**src/rtl/systolic_pkg.sv**
```systemverilog
`default_nettype none
// ============================================================================
// systolic_pkg: feeder state encoding, array defaults and drain-length helper.
// Revision: 1.0
// ============================================================================
package systolic_pkg;

  localparam int unsigned DEFAULT_N          = 4;
  localparam int unsigned DEFAULT_DATA_WIDTH = 32;

  typedef enum logic [2:0] {
    IDLE   = 3'd0,
    CLEAR  = 3'd1,
    STREAM = 3'd2,
    DRAIN  = 3'd3,
    DONE   = 3'd4
  } feeder_state_e;

  // Cycles for the last operand to ripple from the edge to PE(N-1,N-1).
  function automatic int unsigned drain_len(input int unsigned n);
    return 2 * n - 1;
  endfunction

endpackage
`default_nettype wire

```
**src/rtl/skew_delay_line.sv**
```systemverilog
`default_nettype none
// ============================================================================
// skew_delay_line: DEPTH-stage zero-on-reset shift register (DEPTH=0 is a wire).
// Revision: 1.0
// ============================================================================
module skew_delay_line #(
  parameter int unsigned DEPTH      = 1,
  parameter int unsigned DATA_WIDTH = 32
) (
  input  logic                  clk_i,
  input  logic                  rst_ni,
  input  logic                  clr_i,
  input  logic [DATA_WIDTH-1:0] d_i,
  output logic [DATA_WIDTH-1:0] q_o
);

  generate
    if (DEPTH == 0) begin : g_passthru
      logic unused_ctrl;
      assign unused_ctrl = ^{clk_i, rst_ni, clr_i};
      assign q_o         = d_i;
    end else begin : g_shift
      logic [DEPTH-1:0][DATA_WIDTH-1:0] stage_d;
      logic [DEPTH-1:0][DATA_WIDTH-1:0] stage_q;

      always_comb begin
        stage_d = stage_q;
        if (clr_i) begin
          stage_d = '0;
        end else begin
          stage_d[0] = d_i;
          for (int k = 1; k < DEPTH; k++) begin
            stage_d[k] = stage_q[k-1];
          end
        end
      end

      always_ff @(posedge clk_i or negedge rst_ni) begin
        if (!rst_ni) begin
          stage_q <= '0;
        end else begin
          stage_q <= stage_d;
        end
      end

      assign q_o = stage_q[DEPTH-1];
    end
  endgenerate

endmodule
`default_nettype wire

```
**src/rtl/systolic_skew_feeder.sv**
```systemverilog
`default_nettype none
// ============================================================================
// systolic_skew_feeder: clears the PE array, streams K skewed operand pairs
// onto its edges, drains, then pulses done. Define SYSTOLIC_FEEDER_ABORT_EN
// to add the abort_i port.
// Revision: 1.0
// ============================================================================
module systolic_skew_feeder
  import systolic_pkg::*;
#(
  parameter int unsigned N          = DEFAULT_N,
  parameter int unsigned DATA_WIDTH = DEFAULT_DATA_WIDTH,
  parameter int unsigned K_WIDTH    = 16
) (
  input  logic                    clk_i,
  input  logic                    rst_ni,
  input  logic                    start_i,
  input  logic [K_WIDTH-1:0]      k_len_i,
  input  logic [N*DATA_WIDTH-1:0] a_vec_i,
  input  logic [N*DATA_WIDTH-1:0] b_vec_i,
  input  logic                    vec_valid_i,
`ifdef SYSTOLIC_FEEDER_ABORT_EN
  input  logic                    abort_i,
`endif
  output logic                    vec_ready_o,
  output logic [N*DATA_WIDTH-1:0] left_o,
  output logic [N*DATA_WIDTH-1:0] up_o,
  output logic                    array_rst_no,
  output logic                    busy_o,
  output logic                    done_o
);

  localparam int unsigned       DCNT_W     = $clog2(2 * N);
  localparam logic [DCNT_W-1:0] DRAIN_LAST = DCNT_W'(drain_len(N) - 1);

  feeder_state_e           state_q, state_d;
  logic [K_WIDTH-1:0]      k_q, k_d;
  logic [K_WIDTH-1:0]      acc_q, acc_d, acc_inc;
  logic [DCNT_W-1:0]       drain_q, drain_d;
  logic                    array_rst_q, array_rst_d;
  logic [N*DATA_WIDTH-1:0] left_q, left_d, up_q, up_d;
  logic [N*DATA_WIDTH-1:0] push_a, push_b, line_a, line_b;
  logic                    abort_hit;
  logic                    accept;

`ifdef SYSTOLIC_FEEDER_ABORT_EN
  assign abort_hit = abort_i &&
                     (state_q == CLEAR || state_q == STREAM || state_q == DRAIN);
`else
  assign abort_hit = 1'b0;
`endif

  assign vec_ready_o = (state_q == STREAM) && (acc_q < k_q);
  assign accept      = vec_valid_i && vec_ready_o && !abort_hit;
  assign acc_inc     = acc_q + K_WIDTH'(1);
  // Non-accept cycles inject zeros so both edges stay aligned.
  assign push_a      = accept ? a_vec_i : '0;
  assign push_b      = accept ? b_vec_i : '0;

  always_comb begin
    state_d = state_q;
    k_d     = k_q;
    acc_d   = acc_q;
    drain_d = drain_q;
    case (state_q)
      IDLE: begin
        if (start_i) begin
          k_d     = k_len_i;
          acc_d   = '0;
          state_d = CLEAR;
        end
      end
      CLEAR: begin
        drain_d = '0;
        state_d = (k_q != '0) ? STREAM : DONE;
      end
      STREAM: begin
        if (accept) begin
          acc_d = acc_inc;
          if (acc_inc == k_q) begin
            drain_d = '0;
            state_d = DRAIN;
          end
        end
      end
      DRAIN: begin
        if (drain_q == DRAIN_LAST) begin
          state_d = DONE;
        end else begin
          drain_d = drain_q + DCNT_W'(1);
        end
      end
      DONE:    state_d = IDLE;
      default: state_d = IDLE;
    endcase
    if (abort_hit) begin
      state_d = IDLE;
    end
    // The array clear tracks CLEAR and is also pulsed once after an abort.
    array_rst_d = (state_d != CLEAR) && !abort_hit;
    left_d      = abort_hit ? '0 : line_a;
    up_d        = abort_hit ? '0 : line_b;
  end

  generate
    for (genvar i = 0; i < N; i++) begin : g_lane
      skew_delay_line #(
        .DEPTH      (i),
        .DATA_WIDTH (DATA_WIDTH)
      ) u_line_a (
        .clk_i  (clk_i),
        .rst_ni (rst_ni),
        .clr_i  (abort_hit),
        .d_i    (push_a[i*DATA_WIDTH +: DATA_WIDTH]),
        .q_o    (line_a[i*DATA_WIDTH +: DATA_WIDTH])
      );
      skew_delay_line #(
        .DEPTH      (i),
        .DATA_WIDTH (DATA_WIDTH)
      ) u_line_b (
        .clk_i  (clk_i),
        .rst_ni (rst_ni),
        .clr_i  (abort_hit),
        .d_i    (push_b[i*DATA_WIDTH +: DATA_WIDTH]),
        .q_o    (line_b[i*DATA_WIDTH +: DATA_WIDTH])
      );
    end
  endgenerate

  always_ff @(posedge clk_i or negedge rst_ni) begin
    if (!rst_ni) begin
      state_q     <= IDLE;
      k_q         <= '0;
      acc_q       <= '0;
      drain_q     <= '0;
      array_rst_q <= 1'b0;
      left_q      <= '0;
      up_q        <= '0;
    end else begin
      state_q     <= state_d;
      k_q         <= k_d;
      acc_q       <= acc_d;
      drain_q     <= drain_d;
      array_rst_q <= array_rst_d;
      left_q      <= left_d;
      up_q        <= up_d;
    end
  end

  assign left_o       = left_q;
  assign up_o         = up_q;
  assign array_rst_no = array_rst_q;
  assign busy_o       = (state_q != IDLE);
  assign done_o       = (state_q == DONE);

endmodule
`default_nettype wire

```
**config.mk**
```make
export PLATFORM = sky130hd
export DESIGN_NAME = systolic_skew_feeder
export DESIGN_NICKNAME = d
export VERILOG_FILES = /design/src/rtl/systolic_pkg.sv /design/src/rtl/skew_delay_line.sv /design/src/rtl/systolic_skew_feeder.sv
export SDC_FILE = /design/constraint.sdc
export NUM_CORES = 1
export LEC_CHECK = 0
export ABC_CLOCK_PERIOD_IN_PS = 3700
export CAP_MARGIN = 20
export CORE_ASPECT_RATIO = 0.8
export CORE_MARGIN = 4
export CORE_UTILIZATION = 40
export CTS_CLUSTER_SIZE = 8
export DETAILED_ROUTE_END_ITERATION = 6
export PLACE_DENSITY = 0.75
export SLEW_MARGIN = 10
export SYNTH_ARGS = -nofsm -noshare
export SYNTH_HDL_FRONTEND = slang
export SYNTH_SLANG_ARGS = --single-unit
```
**constraint.sdc**
```tcl
create_clock -name clk_i -period 3.7 [get_ports clk_i]
set_input_delay 0.74 -clock clk_i [delete_from_list [all_inputs] [get_ports clk_i]]
set_output_delay 0.74 -clock clk_i [all_outputs]
set_load 0.05 [all_outputs]
```
* Word level (Yosys, flattened, before mapping)
Cells that the tools add are included.
** Storage, ports and cells
- Output and inout bits :: 260
- Input port bits :: 276
- Register bits :: 679
** Operators by class
- Equal/unequal tests :: 11
- Order comparisons :: 1
- Reduce and logical (&&, ||, !) cells :: 10
- $add $sub $neg :: 2
- Mux-type cells :: 15
** Operators with widths (count)
- $mux W128 :: 2
- $mux W16 :: 2
- $pmux W16 S2 :: 1
- $mux W3 :: 8
- $add A16 B1 Y16 const B :: 1
- $eq A16 B16 Y1 :: 1
- $lt A16 B16 Y1 :: 1
- $reduce_bool A16 Y1 :: 1
- $pmux W3 S4 :: 1
- $pmux W3 S3 :: 1
- $eq A3 B2 Y1 const B :: 2
- $eq A3 B3 Y1 const B :: 2
- $ne A2 B2 Y1 const B :: 3
- $reduce_bool A3 Y1 :: 2
- $reduce_and A4 Y1 :: 1
- $add A3 B1 Y3 const B :: 1
- $eq A3 B1 Y1 const B :: 1
- $logic_not A3 Y1 :: 1
- $ne A3 B1 Y1 const B :: 1
- $reduce_and A3 Y1 :: 1
- $logic_and A1 B1 Y1 :: 2
- $ne A2 B1 Y1 const B :: 1
- $reduce_and A2 Y1 :: 1
- $reduce_bool A2 Y1 :: 1

* Depth between registers and ports, before layout
Gate-level depths: netlist of the first run.
- Word-level depth :: 6
- Gate-level depth with buffers :: 10

* By module
Synthesis of the first run repeated with hierarchy kept, for this count alone.
** Unflattened totals
- Cells, all modules :: 1853
- Area, all modules :: 24896.4 um^2
** Modules (own cells, without submodules)
- systolic_skew_feeder :: times used 1, cells an instance 853, area each 10770.3 um^2
- skew_delay_line at g_lane[3].u_line_a ... :: times used 2, cells an instance 234, area each 3320.7 um^2
- skew_delay_line at g_lane[2].u_line_a ... :: times used 2, cells an instance 167, area each 2478.6 um^2
- skew_delay_line at g_lane[1].u_line_a ... :: times used 2, cells an instance 67, area each 1023.5 um^2
- skew_delay_line at g_lane[0].u_line_a ... :: times used 2, cells an instance 32, area each 240.2 um^2

* Worst setup path before layout of the first run
No wires, ideal clock.
- Path type :: reg2out
- Start :: register k_q[15]
- End :: output vec_ready_o
- Data required time :: 2.960 ns
- Path buffers :: 0
- Data arrival time :: 2.524 ns
- Cell stages (with the launch flop) :: 7
- Path slack :: 0.436 ns
- Path through :: dfrtp_1 inv_1 ha_1 or4b_1 a21oi_1 o21ai_1 nor3b_1
** On the way
- Cells in the longest elaborated chain, start to end :: 2
** RTL lines
- from (decl) :: RTL line systolic_skew_feeder.sv:37 : logic [K_WIDTH-1:0] k_q, k_d;
- from (signal assigned) :: RTL line systolic_skew_feeder.sv:141 : k_q <= k_d;
- $lt A16 B16 Y1 :: RTL line systolic_skew_feeder.sv:53 : assign vec_ready_o = (state_q == STREAM) && (acc_q < k_q);
- $logic_and A1 B1 Y1 :: RTL line systolic_skew_feeder.sv:53
- to (decl) :: RTL line systolic_skew_feeder.sv:25 : output logic vec_ready_o,
Every way passes these cells.

* Final worst setup path of the first run
Ends and elaborated chain as after synthesis.

==> results.txt, run 1 <==
The flow ran to the end, and the final reports show no timing, DRC or antenna violations. Counting the fill cells in the layout gives about 3.8k. The total iterations of the first detailed-routing run is 5. The count of nets left with antenna violations after detail routing came out at 0. The startpoint-to-endpoint class of the critical path is register to primary output. For this run, the leading register cell type out of synthesis is sky130_fd_sc_hd__dfrtp_1. The number of flops mapped to enable cells by yosys is 0. The total of endpoints with negative setup slack in the final report came out at 0. The count of unresolved DRC violations after routing came out at 0.

The core region is 50,100 um^2. The first-pass GRT wire length is roughly 76,000 um. The total grt overflow came out at 0.

The clock net sink count is ~680. The worst setup slack after placement came out at about 0.57 ns. The Yosys step of the flow raised 0 warnings. The synthesized design contains a little under 700 register bits. The floorplan has 73 rows.

The average routed wire per standard cell came out at about 20 um. The die width is between 200 and 300 um. In the final timing run, aggregate negative setup slack is 0 ns. The pin count of the biggest net entering global routing came out at between 150 and 200.

TritonCTS built the clock tree. The post-synthesis async set-or-reset flop share is 1.00. The min-delay analysis places its worst path in the category input port to async pin.

Across every metal layer, demand over resource in global routing totals 0.184. The per-instance average area after synthesis is around 16 um^2. The library cells used most frequently in the layout, excluding fill and tap cells, are sky130_fd_sc_hd__dfrtp_1 (679), sky130_fd_sc_hd__clkdlybuf4s50_1 (533), sky130_fd_sc_hd__and2_1 (260), sky130_fd_sc_hd__clkbuf_16 (95), sky130_fd_sc_hd__nand2_1 (40). After synthesis, the netlist uses 52 different library cells. The via count of the first global-routing pass is 12.8k. After detailed routing, the total wire length is ~50,000 um. The share of cells above drive strength 1 is 0.0728.

Dividing the final minimum period by the clock period gives 0.927. The vertical extent of the die is approximately 210 um. The final-report max-slew violation count is 0. The initial utilization of the core area, before any placement, comes to 0.407. The net count of the mapped netlist came out at ~1.5k. At the pin with the least slew margin, the transition time is just over 0.9 ns. The endpoint arrival time on the critical path came out at approximately 2.7 ns.

The number of vias per cell after detailed routing is about 4.5. The number of clock buffers inserted by TritonCTS came out at 95. The library cell used most frequently in the layout, excluding fill and tap cells, is sky130_fd_sc_hd__dfrtp_1.

The routability congestion estimate is 0.856. Of all nets on the critical path, the largest fanout is 3. The library cell used as clock root buffer is sky130_fd_sc_hd__clkbuf_16.

The area added between synthesis and finish is 43.6%. Once routing completed, OpenROAD measured the worst setup slack at between 0.2 and 0.3 ns. For this block, the initial DRC count from the detailed router was between 700 and 800. The fmax came out at approximately 300 MHz. On the worst path, the slowest cell contributes a delay of about 0.53 ns. The clock period minus worst slack is about 3.4 ns. The post-CTS resize count is 0.

For this run, the post-layout net count is approximately 2.1k. The reported leakage power came out at 0.0137 uW. The H-tree was split into 3 levels. Walking the worst path, the cells encountered are inv_1 -> ha_1 -> or4b_1 -> a21oi_1 -> o21ai_1 -> nor3b_1 -> buf_4. The largest voltage drop on the vdd net came out at 0.000558 V. The data required time at the worst endpoint is 2.96 ns. The combined area of all synthesized cells came out at 20,400 um^2. Dividing total power by cell area gives a power density of approximately 740 nW/um^2. The nature of the critical path endpoint is a primary output. roughly 540 I/O pins were placed.

The worst setup path is launched from a register. The latest clock arrival within the worst-skew pair is ~0.63 ns. The placed wire-length estimate after detailed placement came out at approximately 33,000 um. The initial antenna violation count is 15. The sequential area share after synthesis came out at 0.834. The count of buffers added on input and output ports is around 540. The clock-pin slew on the worst setup and hold paths came out at roughly 0.05 ns.

The clock tree buffer depth came out at 3. The final hold violation count came out at 0. The worst pin sits at a relative slew slack of 0.375.

The floorplan die area came out at about 55,000 um^2. The number of standard cells after synthesis came out at 1,236. The overall via count from detail_route is 11.5k. The number of setup buffers added after CTS came out at 0. Setup repair after global routing left no endpoint under its margin.

Across the routed clock network, the largest skew measured is 0.0514 ns. The largest individual stage delay along the critical path comes from the cell sky130_fd_sc_hd__or4b_1. The number of maximum-capacitance violations is 0. The number of hold buffers added after CTS was 0.
==> where the power goes <==
part / internal [uW] / switching, uW / total, uW / leakage (uW)
Combinational: 1640 / 3090 / 4740 / 0.00349
Sequential: 8760 / 527 / 9290 / 0.00891
Clock: 4590 / 2960 / 7550 / 0.00126
==> sequential cells by signal, indices dropped and copies added, names as in the netlist <==
signal,cells
k_q,16
g_lane.u_line_a.q_o,96
g_lane.u_line_b.g_shift.stage_q,96
drain_q,3
acc_q,16
g_lane.u_line_a.g_shift.stage_q,96
g_lane.u_line_b.q_o,96
state_q,3
array_rst_no,1
left_o,128
up_o,128
==> path summary, 6_finish.rpt <==
path	from	to	slack, ns	depth (start not counted)
worst max-delay path	k_q[15]	vec_ready_o	0.27	7
worst min-delay path	rst_ni	g_lane[3].u_line_b.g_shift.stage_q[31]	0.08	1
worst max register to register	k_q[15]	g_lane[3].u_line_a.g_shift.stage_q[3]	0.54	9
worst min register to register	g_lane[3].u_line_b.q_o[24]	up_o[120]	0.32	0
max in group asynchronous	rst_ni	up_o[125]	2.35	2
min in group clk_i	g_lane[3].u_line_b.q_o[24]	up_o[120]	0.32	0
==> kinds of logic after synthesis <==
kind of cell	count (synthesis)	synth area share
muxes	1	0.000553
DFF	679	0.834
AOI/OAI and AO/OA	85	0.0253
adders and majority gates	19	0.0117
xor gates and xnor gates	19	0.00817
buffers and inverters	67	0.0131
and+or+nand+nor	366	0.107
==> routing by layer <==
layer,vias up,track usage,routed length (um)
met5,-,0,95
met4,14,0.0664,1540
li1,5124,-,-
met2,453,0.317,25600
met1,5831,0.208,18000
met3,101,0.0721,4420
==> synth_stat cells (9+ instances only) <==
| master | count | area share |
|---|---|---|
| sky130_fd_sc_hd__nor4_1 | 9 | 0.0028 |
| sky130_fd_sc_hd__dfrtp_1 | 679 | 0.83 |
| sky130_fd_sc_hd__nor2_1 | 15 | 0.0028 |
| sky130_fd_sc_hd__and2_1 | 260 | 0.080 |
| sky130_fd_sc_hd__o21ai_0 | 35 | 0.0086 |
| sky130_fd_sc_hd__nand3_1 | 11 | 0.0027 |
| sky130_fd_sc_hd__nand4_1 | 10 | 0.0031 |
| sky130_fd_sc_hd__nand2_1 | 40 | 0.0074 |
| sky130_fd_sc_hd__buf_2 | 9 | 0.0022 |
| sky130_fd_sc_hd__ha_1 | 19 | 0.012 |
| sky130_fd_sc_hd__clkbuf_1 | 34 | 0.0063 |
| sky130_fd_sc_hd__xnor2_1 | 10 | 0.0043 |
| sky130_fd_sc_hd__o21ai_1 | 9 | 0.0022 |
| sky130_fd_sc_hd__inv_1 | 21 | 0.0039 |
| sky130_fd_sc_hd__xor2_1 | 9 | 0.0039 |
| sky130_fd_sc_hd__a21oi_1 | 12 | 0.0029 |
==> area by class of cell <==
cell class              count  area, um^2  area share
well taps                 675         845      0.0289
flip-flops and latches    679       17000       0.581
clock inverters             8         174     0.00594
diodes                      4        10.0    0.000342
repair buffers            557        5640       0.193
multi-input cells         490        3120       0.107
inverters                  21        78.8     0.00269
clock buffers              99        2410      0.0824
==> per-stage QoR <==
stage	total power, uW	std cells	utilization	hold slack [ns]	cell area [um^2]
3_3_place_gp	14000	2422	0.533	0.331	26700
5_1_grt	22600	2532	0.585	0.125	29300
6_report	21600	2533	0.585	0.0843	29300
4_1_cts	21900	2529	0.584	0.153	29300
2_1_floorplan	12100	1236	-	0.331	20400
3_5_place_dp	14100	2422	0.533	0.335	26700
==> worst max-delay path, delay by kind of cell (launching register included) <==
family,cells,cell delay (ns)
and+or+nand+nor,2,0.80
DFF,1,0.38
AOI/OAI and AO/OA,2,0.38
buffers and inverters,2,0.32
adders and majority gates,1,0.18
Note: power is estimated with default switching activity, not from simulation.
==> run 2: changes to the inputs <==
--- a/config.mk
+++ b/config.mk
@@ -5,8 +5,9 @@
 export SDC_FILE = /design/constraint.sdc
 export NUM_CORES = 1
 export LEC_CHECK = 0
-export ABC_CLOCK_PERIOD_IN_PS = 3700
-export CAP_MARGIN = 20
+export ABC_AREA = 1
+export ABC_CLOCK_PERIOD_IN_PS = 3500
+export CAP_MARGIN = 0
 export CORE_ASPECT_RATIO = 0.8
 export CORE_MARGIN = 4
 export CORE_UTILIZATION = 40
==> constraint.sdc (replaced) <==
create_clock -name clk_i -period 3.5 [get_ports clk_i]
set_input_delay 0.7 -clock clk_i [delete_from_list [all_inputs] [get_ports clk_i]]
set_output_delay 0.7 -clock clk_i [all_outputs]
set_load 0.05 [all_outputs]
==> results.txt, run 2 <==
The run finished with clean final reports. The part of the total power dissipated in sequential elements came out at 0.428. The min-delay analysis places its worst path in the category input port to async pin.

The initial standard-cell utilization of the core came out at 0.406. In the post-synthesis netlist, the biggest area contributors are sky130_fd_sc_hd__dfrtp_1 (82%), sky130_fd_sc_hd__inv_1 (5.5%), sky130_fd_sc_hd__nor2_1 (5.3%), sky130_fd_sc_hd__nand2_1 (1.7%), sky130_fd_sc_hd__nand3_1 (1.2%). The number of flops mapped to enable cells by yosys came out at 0. The nature of the critical path endpoint is a primary output. The final wirelength is 49,600 um. The fmax came out at between 300 and 400 MHz. In this run the clock root is driven by a sky130_fd_sc_hd__clkbuf_16.

The sequential area share after synthesis came out at 0.818. Clock-pin slew was measured on the worst setup and hold paths at roughly 0.05 ns. The total negative slack for setup checks is 0 ns. The die width came out at 263 um. The violation count after the first detailed-route iteration is 891. The final hold violation count came out at 0. The placed wire-length estimate after detailed placement is 34,300 um.

The floorplan has between 70 and 80 rows. The worst reg2reg path depth came out at 11. The overall via count from detail_route is approximately 13k.

The per-instance average area after synthesis came out at around 13 um^2. The worst register-to-register path begins at acc_q[3]. The first global-routing pass estimated 78,000 um of wire. The total power density per cell area is ~800 nW/um^2.

The floorplan die area is about 56,000 um^2. The clock group share of total power is 0.341. The yosys synthesis warning count came out at 0. The combined area of all synthesized cells came out at roughly 21,000 um^2. At the worst endpoint, the arrival time is 2.61 ns. For this run the aggregate overflow at the end of global routing stands at 0. The library cell contributing the largest single delay on the critical path is sky130_fd_sc_hd__dlygate4sd2_1.

The overall fraction of global-route tracks in use is 0.181. For this run, the slowest stage of the critical path takes between 0.5 and 0.6 ns. The library cell used most frequently in the layout, excluding fill and tap cells, is sky130_fd_sc_hd__dfrtp_1. sky130_fd_sc_hd__dfrtp_1 is the most common cell in the netlist. In the routed layout, each cell is associated on average with a via count of about 4.4. The clock period minus worst slack came out at ~3.3 ns. Setup violations remaining at the end of the flow were counted as 0. TritonCTS built the clock tree.

Setup repair after global routing left no endpoint under its margin. The via count of the first global-routing pass is 14.0k. The vertical extent of the die is between 200 and 250 um. Clock latency on the worst-skew pair, taken at its later pin, is 0.63 ns.

The unique cell type count in the Yosys netlist is 27. The total iterations of the first detailed-routing run is 5. The largest voltage drop on the vdd net is about 0.0012 V. The net switching power of the design came out at ~7300 uW.

Of the post-synthesis cell area, the dominant cell type holds 0.818. The switching share of power came out at 0.316. The net count of the mapped netlist is between 1.5k and 2k. The number of maximum-capacitance violations came out at 0.

Tracing the worst setup path back leads to its startpoint at acc_q[3]. The final-report max-slew violation count came out at 0. The worst setup slack after placement is 0.560 ns. The core box area is around 51,000 um^2. The largest fanout on the critical path came out at 8.

Summed over all instances, the cell type with the most area after synthesis is sky130_fd_sc_hd__dfrtp_1. The signal on the critical path passes through ha_1 -> a21oi_1 -> nand2_1 -> nand2_1 -> nand3_1 -> nand2_1 -> nand2_1 -> inv_1 -> dlygate4sd2_1. The share of cells above drive strength 1 came out at 0.0675.

The H-tree level count is 3. The count of nets left with antenna violations once routing finished came out at 0. The total power after layout came out at around 23,000 uW.

The number of clock buffers inserted by TritonCTS came out at 95. The worst pin sits at a relative slew slack of 0.434. The pin count of the biggest net entering global routing came out at 126.

The clock net sink count is a little under 700. The count of unresolved DRC violations after routing came out at 0. The most used flip-flop cell after synthesis is sky130_fd_sc_hd__dfrtp_1. The startpoint-to-endpoint class of the critical path is register to primary output. The reported leakage power came out at ~0.015 uW. The commonest cells after synthesis are sky130_fd_sc_hd__dfrtp_1 (679), sky130_fd_sc_hd__inv_1 (305), sky130_fd_sc_hd__nor2_1 (295). The post-synthesis async set-or-reset flop share is 1.00.

The top-level I/O count came out at between 500 and 600. The number of standard cells after synthesis came out at ~1.6k. The flip-flop and latch count after synthesis came out at ~680.

The number of I/O port buffers is 535. Leaving out fill and tap cells, the most frequent cells in the layout are sky130_fd_sc_hd__dfrtp_1 (679), sky130_fd_sc_hd__clkdlybuf4s50_1 (533), sky130_fd_sc_hd__inv_1 (305), sky130_fd_sc_hd__nor2_1 (295), sky130_fd_sc_hd__clkbuf_16 (95). The initial antenna violation count is 4. The average routed wire per standard cell came out at 17.3 um. The worst path setup slack after routing came out at ~0.19 ns. For the pin with the worst max-slew slack, the measured transition is roughly 0.85 ns.

The data required time at the worst endpoint is 2.80 ns. Relative to the synthesized area, the layout overhead comes to 43.0%. The critical path startpoint category is a register. The longest clock path from root to sink contains 3 buffers. The routability congestion estimate is roughly 0.86. The internal power consumption came out at about 16,000 uW. The clock arrives with between 0.03 and 0.04 ns of skew. The final critical-path share of the clock period came out at 0.947. The share of power burned in combinational logic is 0.230. The post-layout net count came out at between 2k and 2.5k. By instance count, the cell type seen most on the critical path is sky130_fd_sc_hd__nand2_1.
## run 2: cells by family after synthesis
family,after synthesis,share of synthesized area
mux,1,0.000542
simple gates,476,0.0947
fa+ha+maj,19,0.0114
compound gates,42,0.0105
flops,679,0.818
buf+inv,341,0.0629
xor+xnor,3,0.00193
## run 2: power groups by stage
| stage | logic (uW) | clock network, uW | registers [uW] |
|---|---|---|---|
| after floorplan | 1270 | 0 | 11800 |
| after global placement | 5280 | 0 | 9940 |
| after detailed placement | 5360 | 0 | 10000 |
| after CTS | 5390 | 8110 | 9950 |
| after global routing | 5680 | 8510 | 10100 |
| final | 5340 | 7900 | 9920 |
## run 2: area by class of cell
class                           instances  area [um^2]
Clock buffer                           95         2380
Multi-Input combinational cell        541         2470
Sequential cell                       679        17000
Inverter                              307         1160
Fill cell                            3864        21500
Antenna cell                            1         2.50
Timing Repair Buffer                  561         5650
Tap cell                              684          856
Clock inverter                          9          179
## run 2: path summary, 6_finish.rpt
kind | endpoint | slack, ns
max in group asynchronous | g_lane[2].u_line_a.q_o[27] | 2.36
setup / recovery | vec_ready_o | 0.19
setup reg to reg | g_lane[1].u_line_a.q_o[10] | 0.72
hold reg to reg | g_lane[2].u_line_a.q_o[20] | 0.31
min in group clk_i | g_lane[2].u_line_a.q_o[20] | 0.31
hold / removal | g_lane[3].u_line_b.g_shift.stage_q[44] | 0.12
## run 2: per-layer routing
layer,track usage,share of wire,vias up
met5,0,0.00095,-
met4,0.0762,0.034,6
met3,0.0497,0.060,122
met2,0.320,0.53,433
met1,0.209,0.37,6270
li1,-,-,5805
## run 2: stage by stage
stage | area (um^2) | hold WS, ns | std cells | utilization
6_report | 29700 | 0.123 | 2877 | 0.580
3_5_place_dp | 27100 | 0.335 | 2772 | 0.530
5_1_grt | 29700 | 0.161 | 2877 | 0.580
4_1_cts | 29700 | 0.121 | 2876 | 0.580
3_3_place_gp | 27100 | 0.331 | 2772 | 0.530
2_1_floorplan | 20800 | 0.331 | 1561 | -
## run 2: timing repair
action                                  in CTS  in global routing
gates resized for setup                      1                  0
buffers inserted                             0                  0
endpoints found under the setup margin       1                  0
hold buffers                                 0                  0
## run 2: critical path: cells and delay by family (launching register included)
| family | cells | cell delay, ns |
|---|---|---|
| adder cells (fa/ha/maj) | 1 | 0.35 |
| AND/OR/NAND/NOR | 5 | 0.42 |
| buffers and inverters | 2 | 0.60 |
| AO/OA/AOI/OAI | 1 | 0.17 |
| flip-flops | 1 | 0.47 |
==> run 3: changes to the inputs <==
--- a/config.mk
+++ b/config.mk
@@ -10,10 +10,10 @@
 export CAP_MARGIN = 0
 export CORE_ASPECT_RATIO = 0.8
 export CORE_MARGIN = 4
-export CORE_UTILIZATION = 40
+export CORE_UTILIZATION = 35
 export CTS_CLUSTER_SIZE = 8
 export DETAILED_ROUTE_END_ITERATION = 6
-export PLACE_DENSITY = 0.75
+export PLACE_DENSITY = 0.68
 export SLEW_MARGIN = 10
 export SYNTH_ARGS = -nofsm -noshare
 export SYNTH_HDL_FRONTEND = slang
==> results.txt, run 3 (synthesis gave the netlist of run 2 again) <==
The total overflow left after global routing is 0. STA puts the critical path data arrival time at 2.44 ns. The critical path startpoint category is a register. The site row count is roughly 80.

The total negative slack for setup checks is 0 ns. The top-level I/O count came out at approximately 540. From synthesis to final layout, the design area changed by 43.7%. In this run, post-CTS hold repair placed 0 buffers. The total iterations of the first detailed-routing run is 5. The initial antenna violation count came out at 4. The routability congestion estimate is slightly below 0.9. STA puts the critical path data required time at about 2.8 ns.

The reported leakage power is 0.0154 uW. The final setup skew is slightly below 0.03 ns. The switching share of power is 0.315. The number of setup buffers added after CTS is 0. The die is 226 um tall.

The area used by sequential logic in the layout is 17,000 um^2. Using the TritonRoute via totals, the vias-per-cell ratio works out to 4.23. The final wirelength is ~50,000 um. In the final layout, the multi-input gates occupy ~2500 um^2.

The H-tree level count is 3. The violation count after the first detailed-route iteration came out at about 750. The number of maximum-capacitance violations is 0. The core box area came out at 58,400 um^2. The run finished with clean final reports. Along the worst path, the maximum fanout reaches 3. The clock group share of total power is 0.344. Across every metal layer, demand over resource in global routing totals 0.154. The floorplan die area came out at ~63,000 um^2. The share of cells above drive strength 1 came out at 0.0696. The share of total power dissipated in combinational logic is 0.230. The final critical-path share of the clock period came out at 0.896. The number of clock buffers inserted by TritonCTS came out at 95.

The clock tree buffer depth is 3. In the layout the commonest cells are sky130_fd_sc_hd__dfrtp_1 (679), sky130_fd_sc_hd__clkdlybuf4s50_1 (533), sky130_fd_sc_hd__inv_1 (305), sky130_fd_sc_hd__nor2_1 (295), sky130_fd_sc_hd__clkbuf_16 (95). The final-report max-slew violation count came out at 0. The largest voltage drop on the vdd net is 0.000404 V. The worst hold path belongs to the class input port to async pin. The pin count of the biggest net entering global routing came out at 132. The library cell contributing the largest single delay on the critical path is sky130_fd_sc_hd__dfrtp_1. The initial utilization of the core area, before any placement, comes to 0.356. The number of filler cells placed in the layout came out at just under 5k. The overall via count from detail_route came out at around 13k. The average routed wire per standard cell is ~16 um.

The worst setup path is captured at a primary output. The cell that appears most often on the critical path is sky130_fd_sc_hd__inv_1. The post-layout net count came out at about 2.5k.

The number of I/O port buffers is approximately 540. The latest clock arrival within the worst-skew pair is 0.63 ns. The worst reg2reg path depth came out at 12. The first-pass GRT wire length is about 76,000 um. The largest single stage delay on the critical path is around 0.39 ns. Setup repair after global routing left no endpoint under its margin. The placed wire-length estimate after detailed placement came out at 33,800 um. TritonCTS built the clock tree. The critical path contains buffers and inverters numbering 4 combined. Walking the worst path, the cells encountered are inv_1 -> ha_1 -> nand2_1 -> inv_1 -> o21ai_0 -> nand3_1 -> nor2_1 -> nand2_1 -> inv_1 -> clkbuf_2.

The cell area after layout came out at about 30,000 um^2. The count of unresolved DRC violations after routing came out at 0. The final hold violation count came out at 0. The internal power consumption came out at around 16,000 uW. The count of nets left with antenna violations after detail routing came out at 0. The total of endpoints with negative setup slack in the final report came out at 0. The library cell used as clock root buffer is sky130_fd_sc_hd__clkbuf_16. Of the total power, registers draw 0.426. The net switching power of the design came out at 7330 uW. The total power density per cell area came out at 779 nW/um^2.

Leaving out fill and tap cells, the most frequent cell in the layout is sky130_fd_sc_hd__dfrtp_1. The fmax is 319 MHz. Subtracting the final worst setup slack from the clock period gives about 3.1 ns. In this run the tightest slew margin relative to its limit is 0.501. The family of cells with the greatest summed delay on the critical path is buffers and inverters. The clock net sink count came out at approximately 680. By startpoint and endpoint, the worst setup path is classified as register to primary output.

The instance count on the critical path came out at 10. The die width is 280 um. The via count of the first global-routing pass is 13.9k. The actual slew at the worst max-slew pin came out at around 0.75 ns. Once placement finished, the instance area stood at 27,300 um^2. The clock-pin slew on the worst setup and hold paths came out at roughly 0.050 ns.
-- run 3: worst paths after layout --
path,to,start,slack [ns]
max in group asynchronous,up_o[47],rst_ni,2.37
min reg2reg,left_o[50],g_lane[1].u_line_a.q_o[18],0.33
min,up_o[97],rst_ni,0.02
min in group clk_i,left_o[50],g_lane[1].u_line_a.q_o[18],0.33
max reg2reg,up_o[1],k_q[13],1.01
max,vec_ready_o,k_q[13],0.36
-- run 3: repair_timing --
action,4_1_cts,5_1_grt
hold endpoints to repair,0,0
gates resized for setup,1,2
endpoints found under the setup margin,1,1
-- run 3: area by class of cell --
type                    instances  area share
flip-flops and latches        679       0.569
repair buffers                566       0.190
multi-input cells             541      0.0829
clock buffers                  97      0.0799
inverters                     307      0.0388
well taps                     769      0.0322
clock inverters                 8     0.00687
diodes                          1   0.0000838
-- run 3: metrics by stage --
step           std cells  hold slack, ns  utilization  total power, uW  worst slack, ns
2_1_floorplan       1561           0.331            -            13100             1.30
3_3_place_gp        2862           0.331        0.467            15300            0.549
3_5_place_dp        2862           0.335        0.467            15400            0.521
4_1_cts             2967        0.000312        0.511            23600           0.0903
5_1_grt             2967          0.0118        0.511            24400            0.191
6_report            2968          0.0169        0.511            23300            0.364
-- run 3: worst register-to-register path: stages (launching register included) --
cell and delay [ns]:
sky130_fd_sc_hd__dfrtp_1 0.39, sky130_fd_sc_hd__inv_1 0.09, sky130_fd_sc_hd__ha_1 0.31, sky130_fd_sc_hd__nand2_1 0.07, sky130_fd_sc_hd__inv_1 0.04, sky130_fd_sc_hd__o21ai_0 0.15
sky130_fd_sc_hd__nand3_1 0.12, sky130_fd_sc_hd__nor2_1 0.15, sky130_fd_sc_hd__nand2_1 0.14, sky130_fd_sc_hd__nor2_4 0.20, sky130_fd_sc_hd__inv_8 0.06, sky130_fd_sc_hd__buf_12 0.19
sky130_fd_sc_hd__nor2_1 0.49
-- run 3: routing by layer --
metal  global-route usage  wire [um]
met1                0.178      18600
met2                0.265      25000
met3               0.0556       3650
met4               0.0578       1560
met5                    0         41
-- run 3: power by group through the flow --
stage | combinational [uW] | clock (uW) | sequential, uW
2_1_floorplan | 1270 | 0 | 11800
3_3_place_gp | 5320 | 0 | 9940
3_5_place_dp | 5380 | 0 | 10000
4_1_cts | 5410 | 8270 | 9940
5_1_grt | 5700 | 8650 | 10100
6_report | 5340 | 8010 | 9910
